===== config.mk =====
export PLATFORM = sky130hd
export DESIGN_NAME = reset_sequencer
export DESIGN_NICKNAME = d
export VERILOG_FILES = /design/src/rtl/reset_sequencer.sv
export SDC_FILE = /design/constraint.sdc
export NUM_CORES = 1
export LEC_CHECK = 0
export BUFFER_PORTS_ARGS = -buffer_cell sky130_fd_sc_hd__buf_2
export CORE_ASPECT_RATIO = 1.75
export CORE_MARGIN = 4
export CORE_UTILIZATION = 44
export CTS_BUF_LIST = sky130_fd_sc_hd__clkbuf_4
export DETAILED_ROUTE_END_ITERATION = 10
export SYNTH_ARGS = -nofsm -noshare
export SYNTH_HDL_FRONTEND = slang
export SYNTH_SLANG_ARGS = --single-unit

===== constraint.sdc =====
create_clock -name clk -period 2.56 [get_ports clk]
set_clock_uncertainty 0.2 [all_clocks]
set_input_delay 0.384 -clock clk [delete_from_list [all_inputs] [get_ports clk]]
set_output_delay 0.384 -clock clk [all_outputs]
set_load 0.05 [all_outputs]

===== src/rtl/reset_sequencer.sv =====
`default_nettype none
// reset_sequencer: merges key/PLL/software reset causes, stretches, then releases domains in order.
// Optional sticky cause capture (rst_cause, rst_cause_clr) when RST_CAUSE_EN is defined.
module reset_sequencer #(
  parameter int N_DOMAINS       = 3,
  parameter int STRETCH_CYCLES  = 1024,
  parameter int STAGE_GAP       = 16,
  parameter int DEBOUNCE_CYCLES = 50000
) (
  input  logic                 clk,
  input  logic                 rst_async,
  input  logic                 key_n,
  input  logic                 pll_locked,
  input  logic                 sw_rst_req,
`ifdef RST_CAUSE_EN
  input  logic                 rst_cause_clr,
  output logic [2:0]           rst_cause,
`endif
  output logic [N_DOMAINS-1:0] rst_out,
  output logic                 seq_done
);

  localparam int DEB_W   = $clog2(DEBOUNCE_CYCLES + 1);
  localparam int STR_W   = $clog2(STRETCH_CYCLES + 1);
  localparam int GAP_W   = $clog2(STAGE_GAP + 1);
  localparam int STAGE_W = (N_DOMAINS > 1) ? $clog2(N_DOMAINS) : 1;

  localparam logic [DEB_W-1:0]     DEB_MAX    = DEB_W'(DEBOUNCE_CYCLES);
  localparam logic [STR_W-1:0]     STR_LAST   = STR_W'(STRETCH_CYCLES - 1);
  localparam logic [GAP_W-1:0]     GAP_LAST   = GAP_W'(STAGE_GAP - 1);
  localparam logic [STAGE_W-1:0]   STAGE_LAST = STAGE_W'(N_DOMAINS - 1);
  localparam logic [N_DOMAINS-1:0] FIRST_BIT  = N_DOMAINS'(1);

  typedef enum logic [1:0] {
    ST_HOLD    = 2'd0,
    ST_STRETCH = 2'd1,
    ST_RELEASE = 2'd2,
    ST_RUN     = 2'd3
  } state_t;

  logic             key_meta, key_s;
  logic             lock_meta, lock_s;
  logic [DEB_W-1:0] deb_cnt;
  logic             key_pressed;
  logic             cause;

  // Key idles high and PLL idles unlocked, so reset leaves both as "no press, not locked".
  always_ff @(posedge clk or posedge rst_async) begin
    if (rst_async) begin
      key_meta  <= 1'b1;
      key_s     <= 1'b1;
      lock_meta <= 1'b0;
      lock_s    <= 1'b0;
    end else begin
      key_meta  <= key_n;
      key_s     <= key_meta;
      lock_meta <= pll_locked;
      lock_s    <= lock_meta;
    end
  end

  always_ff @(posedge clk or posedge rst_async) begin
    if (rst_async) begin
      deb_cnt <= '0;
    end else if (key_s) begin
      deb_cnt <= '0;
    end else if (deb_cnt != DEB_MAX) begin
      deb_cnt <= deb_cnt + 1'b1;
    end
  end

  assign key_pressed = !key_s && (deb_cnt == DEB_MAX);
  assign cause       = key_pressed | ~lock_s | sw_rst_req;

  state_t               state, state_nxt;
  logic [STR_W-1:0]     cnt, cnt_nxt;
  logic [GAP_W-1:0]     gap, gap_nxt;
  logic [STAGE_W-1:0]   stage, stage_nxt;
  logic [N_DOMAINS-1:0] rst_nxt;
  logic                 done_nxt;

  always_ff @(posedge clk or posedge rst_async) begin
    if (rst_async) begin
      state    <= ST_HOLD;
      cnt      <= '0;
      gap      <= '0;
      stage    <= '0;
      rst_out  <= '1;
      seq_done <= 1'b0;
    end else begin
      state    <= state_nxt;
      cnt      <= cnt_nxt;
      gap      <= gap_nxt;
      stage    <= stage_nxt;
      rst_out  <= rst_nxt;
      seq_done <= done_nxt;
    end
  end

  always_comb begin
    state_nxt = state;
    cnt_nxt   = cnt;
    gap_nxt   = gap;
    stage_nxt = stage;
    rst_nxt   = rst_out;
    done_nxt  = seq_done;

    unique case (state)
      ST_HOLD: begin
        rst_nxt   = '1;
        done_nxt  = 1'b0;
        cnt_nxt   = '0;
        gap_nxt   = '0;
        stage_nxt = '0;
        if (!cause) state_nxt = ST_STRETCH;
      end
      ST_STRETCH: begin
        if (cnt == STR_LAST) begin
          state_nxt = ST_RELEASE;
          stage_nxt = '0;
          gap_nxt   = '0;
          rst_nxt   = rst_out & ~FIRST_BIT;
        end else begin
          cnt_nxt = cnt + 1'b1;
        end
      end
      ST_RELEASE: begin
        if (gap == GAP_LAST) begin
          if (stage == STAGE_LAST) begin
            state_nxt = ST_RUN;
            done_nxt  = 1'b1;
          end else begin
            // Lower bits are already clear, so masking one more bit keeps release ordered.
            stage_nxt = stage + 1'b1;
            rst_nxt   = rst_out & ~(FIRST_BIT << (32'(stage) + 32'd1));
            gap_nxt   = '0;
          end
        end else begin
          gap_nxt = gap + 1'b1;
        end
      end
      ST_RUN: begin
        rst_nxt  = '0;
        done_nxt = 1'b1;
      end
    endcase

    // A cause anywhere past HOLD aborts the sequence; the next release restarts the stretch.
    if (cause && (state != ST_HOLD)) begin
      state_nxt = ST_HOLD;
      rst_nxt   = '1;
      done_nxt  = 1'b0;
      cnt_nxt   = '0;
      gap_nxt   = '0;
      stage_nxt = '0;
    end
  end

`ifdef RST_CAUSE_EN
  logic [2:0] cause_terms;
  assign cause_terms = {sw_rst_req, key_pressed, ~lock_s};

  // A cause arriving together with a clear still gets recorded.
  always_ff @(posedge clk or posedge rst_async) begin
    if (rst_async) begin
      rst_cause <= 3'b000;
    end else if (rst_cause_clr) begin
      rst_cause <= cause_terms;
    end else begin
      rst_cause <= rst_cause | cause_terms;
    end
  end
`endif

endmodule
`default_nettype wire


* Yosys cells after proc, flatten, opt, wreduce, memory -nomap -nowiden
Cells that the tools add are included.
** Operators by class
- Add/sub/neg operators :: 5
- Equality and inequality tests :: 16
- Shifts and indexed selects :: 1
- Multiplexer cells :: 30
- Bitwise gates (word level) :: 5
- Reductions and logical operators :: 16
** Operators by type and width (count)
- 16-bit 2-to-1 mux :: 2
- 11-bit 2-to-1 mux :: 2
- 11-bit case mux with 2 select lines :: 1
- 5-bit 2-to-1 mux :: 4
- 2-bit 2-to-1 mux :: 9
- 3-bit inequality test, second input constant :: 6
- 16-bit by 1-bit adder with 16-bit output, second input constant :: 1
- 16-bit == test, second input constant :: 1
- 16-bit inequality test, second input constant :: 1
- 5-bit case mux with 3 select lines :: 1
- 2-bit case mux with 3 select lines :: 2
- 3-bit case mux with 4 select lines :: 1
- 3-bit AND reduction :: 4
- 11-bit by 1-bit adder with 11-bit output, second input constant :: 1
- 11-bit by 10-bit == test with 1-bit output, second input constant :: 1
- 3-bit 2-to-1 mux :: 3
- 4-bit nonzero test :: 2
- 2-bit == test, second input constant :: 3
- 5-bit by 1-bit adder with 5-bit output, second input constant :: 1
- 5-bit by 4-bit == test with 1-bit output, second input constant :: 1
- 5-bit AND reduction :: 1
- 1-bit 2-to-1 mux :: 4
- 4-bit inequality test, second input constant :: 1
- 4-bit AND reduction :: 1
- 16 further kinds :: 19
** Storage, ports and cells
- Register bits :: 44
- Bits of input ports :: 5
- Output and inout bits :: 4
- Logic and storage cells :: 85

* Depth between registers and ports, before layout
- Depth after elaboration :: 8
- Gate-level depth with buffers :: 8
- Depth with buffers taken out :: 7

* Worst setup path before layout
OpenSTA, ideal clock, no wires.
- Path kind :: reg2reg
- From :: reg cnt[0]
- To :: reg state[1]
- Library setup time :: 0.125 ns
- Arrival :: 2.011 ns
- Required time :: 2.235 ns
- Setup slack :: 0.224 ns
- Stages on the path, launching flop included :: 7
- Path buffers :: 0
- Clock period less this slack :: 2.336 ns
- Cell sequence :: dfrtp_1 ha_1 nand2_1 o41ai_4 o21a_4 and4_4 mux2_4
** On the way
- Word-level cells in the longest chain between the ends :: 3
** RTL lines
- start, declared :: RTL line 76 : logic [STR_W-1:0] cnt, cnt_nxt;
- start signal, assigned :: RTL line 92 : cnt <= cnt_nxt;
- 11-bit by 10-bit == test with 1-bit output :: RTL line 118 : if (cnt == STR_LAST) begin
- 3-bit inequality test (no source line)
- 5-bit AND reduction (no source line)
- end signal, assigned :: RTL line 91 : state <= state_nxt;
- end, declared :: RTL line 75 : state_t state, state_nxt;
No other way between the ends.
A chain may end at the register's enable or synchronous reset.

* Final worst setup path
- From :: reg deb_cnt[0]
- To :: reg cnt[5]
** On the way
- Word-level cells in the longest chain between the ends :: 7
- Elaborated cells on any way between the ends :: 9
- Classes of those cells :: 2 x eq/ne; 1 x mux; 2 x bitwise; 4 x reduce/logical
** RTL lines
- start, declared :: RTL line 43 : logic [DEB_W-1:0] deb_cnt;
- start signal, assigned :: RTL line 68 : deb_cnt <= deb_cnt + 1'b1;
- 16-bit == test * :: RTL line 72 : assign key_pressed = !key_s && (deb_cnt == DEB_MAX);
- 1-bit logical AND * :: RTL line 72
- 1-bit bitwise OR * (2 in series) :: RTL line 73 : assign cause = key_pressed | ~lock_s | sw_rst_req;
- 1-bit logical AND * :: RTL line 149 : if (cause && (state != ST_HOLD)) begin
- 3-bit inequality test (no source line) or 3-bit nonzero test (tied branches)
- 2-bit AND reduction (no source line)
Every way passes the cells marked *; elsewhere a longest branch is shown, timed or not.

==> impl_metrics.json <==
{
  "grt_overflow": 0,
  "wire_per_inst_um": 15.04,
  "critPathTopFamily": "simple AND/OR/NAND/NOR gates",
  "finalCritPeriodShare_pct": 86.36,
  "rows": 34,
  "ys.flop_type": "dfrtp_1",
  "hold_viol_final": 0,
  "cts.clk_slew.worst_paths_ns": 0.13,
  "syn-num-nets": 253,
  "finalCriticalPeriod_ns": 2.211,
  "core_area_um2": 5062,
  "drt_pass1_iterations": 4,
  "htreeDepth": 2,
  "synth.distinct_cells": 47,
  "avgSynthCellArea_um2": 9.841,
  "grt_max_degree": 27,
  "grt_pass1_vias": 1829,
  "n_antenna_cell": 0,
  "critical_path.max_stage_delay_ns": 0.42,
  "crit_type": "reg2reg",
  "die-area_um2": 6575,
  "layout-drive-gt1-share_pct": 16.22,
  "clk_path_buf_depth": 2,
  "crit_path_end_kind": "flip-flop",
  "ys_warn_count": 0,
  "slew_viol_final": 0,
  "async_flop_share_pct": 100.0,
  "synth_seq_area_share_pct": 47.48,
  "placed_area_um2": 2480,
  "rsz0062_at_grt": "false",
  "synth_cells": 237,
  "utilization_pct": 51.41,
  "drv_cap": 0,
  "worst-path-buf-inv": 1,
  "antenna_found_initial": 0,
  "numCtsBuffers": 5,
  "cp.required_ns": 2.66,
  "final_cell_area_um2": 2603,
  "port_buffers": 8,
  "gp_congestion": 0.7902,
  "max_freq_mhz": 452.3,
  "start_kind": "flip-flop",
  "ant_nets": 0,
  "path_max_fanout": 8,
  "cp.arrival_ns": 2.31,
  "status": "finished, final reports clean",
  "vias": 1800,
  "hold_slack_ns": 0.1673,
  "clock-sinks": 44,
  "synth_area_leaders": "dfrtp_1 (42%), ha_1 (5.9%), dfstp_2 (5.6%), nand3_1 (4.1%), a21oi_1 (3.9%)",
  "path_cells": "inv_1 > ha_1 > and4_1 > nand4_1 > a31o_2 > or3_1 > a21oi_1",
  "clock-root-buffer": "clkbuf_4",
  "dpl.hpwl_mm": 3.470,
  "postCtsSetupRepairBufs": 0,
  "cellLeakagePower_nw": 1.093,
  "netlist.area_leader.share_pct": 41.85,
  "wirelength_mm": 4.707,
  "worst_pin_slew_ns": 0.5398,
  "power_density_nw_per_um2": 717.0,
  "vias_per_cell": 5.751,
  "drc_errors": 0,
  "clkLatencyLatePin_ns": 0.37,
  "synth_top_cell_by_area": "dfrtp_1",
  "ir_drop_mv": 0.3305,
  "cts_tree": "done",
  "drtIter0Drc": 149,
  "synth-edff-count": 0,
  "die_h_um": 104.3,
  "grt_pass1_wl_mm": 8.480,
  "r2r_slack_ns": 0.35,
  "ys_ff_latch": 44,
  "fp.dieW_um": 63.04,
  "start_util_pct": 46.07,
  "hold_class": "reg2reg",
  "nets": 274,
  "pin_count": 9,
  "fin_setup_tns_ns": 0,
  "track_usage_pct": 16.25,
  "maxSlewHeadroom_pct": 63.96,
  "syn_area_um2": 2332,
  "areaGrowthSynthToFinish_pct": 11.59,
  "setup_violations": 0,
  "cp_slowest_cell": "dfrtp_1"
}
[cell usage after synthesis, types with 2 or more instances]
| library cell | instances |
|---|---|
| nor4_1 | 3 |
| nand3_1 | 19 |
| xnor2_1 | 5 |
| nand2_1 | 20 |
| nand4_1 | 4 |
| nor3_1 | 3 |
| or3_1 | 10 |
| dfrtp_1 | 39 |
| a211oi_1 | 2 |
| mux2i_1 | 5 |
| ha_1 | 11 |
| a21oi_1 | 18 |
| nor4b_1 | 2 |
| o21ai_0 | 11 |
| nand3b_1 | 2 |
| dfstp_2 | 5 |
| and4_1 | 2 |
| xor2_1 | 8 |
| clkbuf_1 | 4 |
| nor2_1 | 24 |
| nor2b_1 | 3 |
| a32o_1 | 3 |
| inv_1 | 10 |
[report_power, final]
part	internal, mW	switching [mW]	total [mW]
clock network	0.204	0.238	0.442
registers	0.767	0.0497	0.817
logic	0.222	0.386	0.607
[layout make-up]
class                           instances  area (um^2)
Fill cell                             472         2460
Multi-Input combinational cell        178         1180
Sequential cell                        44         1107
Timing Repair Buffer                   19        130.1
Tap cell                               54        67.56
Clock inverter                          3        42.54
Clock buffer                            5        37.54
Inverter                               10        37.54
[routing by layer]
metal  routed length, um  up-vias  global-route usage [%]
met5                   0        -                       0
met4                 104        0                   6.635
met3                  83        8                   3.568
met2                2581       12                   29.02
met1                1938      887                   18.24
li1                    -      893                       -
[through the flow]
step | power, mW | std cells | setup slack (ns)
after floorplan | 1.283 | 237 | 0.2244
after global placement | 1.439 | 302 | 0.2959
after detailed placement | 1.440 | 302 | 0.2219
after CTS | 1.885 | 313 | 0.1928
after global routing | 1.986 | 313 | 0.1502
final | 1.866 | 313 | 0.3493
[registers in the layout (all words and copies together) (netlist names)]
| name | flops |
|---|---|
| deb_cnt | 16 |
| gap | 5 |
| stage | 2 |
| lock_s | 1 |
| seq_done | 1 |
| state | 2 |
| key_s | 1 |
| key_meta | 1 |
| rst_out | 3 |
| lock_meta | 1 |
| cnt | 11 |
[what timing repair did]
| item | in CTS | in global routing |
|---|---|---|
| endpoints found under the hold margin | 25 | 0 |
| resized for setup | 0 | 2 |
| endpoints found under the setup margin | 0 | 5 |
| hold buffers | 3 | 0 |
[final timing paths]
| path | from | endpoint | cells past startpoint |
|---|---|---|---|
| max | deb_cnt[0]$_DFFE_PP0N_ | cnt[5]$_DFFE_PP0P_ | 7 |
| max in group asynchronous | rst_async | key_meta$_DFF_PP1_ | 4 |
| min in group asynchronous | rst_async | stage[1]$_DFFE_PP0P_ | 3 |
| min reg2reg | key_meta$_DFF_PP1_ | key_s$_DFF_PP1_ | 0 |
| min | key_meta$_DFF_PP1_ | key_s$_DFF_PP1_ | 0 |
| max reg2reg | deb_cnt[0]$_DFFE_PP0N_ | cnt[5]$_DFFE_PP0P_ | 7 |
[cell usage in the layout, fill, tap and decap left out, types with 2 or more instances in the layout]
cell type,n
buf_2,8
dlygate4sd3_1,3
inv_1,9
and4_1,2
buf_4,8
nor2b_1,3
clkbuf_4,5
nand3b_1,2
nand2_1,20
nand4_1,4
a32o_1,3
nor4_1,2
xnor2_1,5
or3_1,10
mux2i_1,5
nor3_1,3
ha_1,11
o21ai_0,11
xor2_1,8
dfstp_2,5
nand3_1,19
nor2_1,24
dfrtp_1,39
a21oi_1,18
a211oi_1,2
[cell families after synthesis]
family / Yosys count / share of synthesized area, %
DFF: 44 / 47.48
and+or+nand+nor: 104 / 23.77
buffers and inverters: 15 / 2.468
muxes: 6 / 2.790
AOI/OAI and AO/OA: 44 / 12.71
adders and majority gates: 11 / 5.901
xor gates and xnor gates: 13 / 4.882
Note: power is estimated with default switching activity, not from simulation.
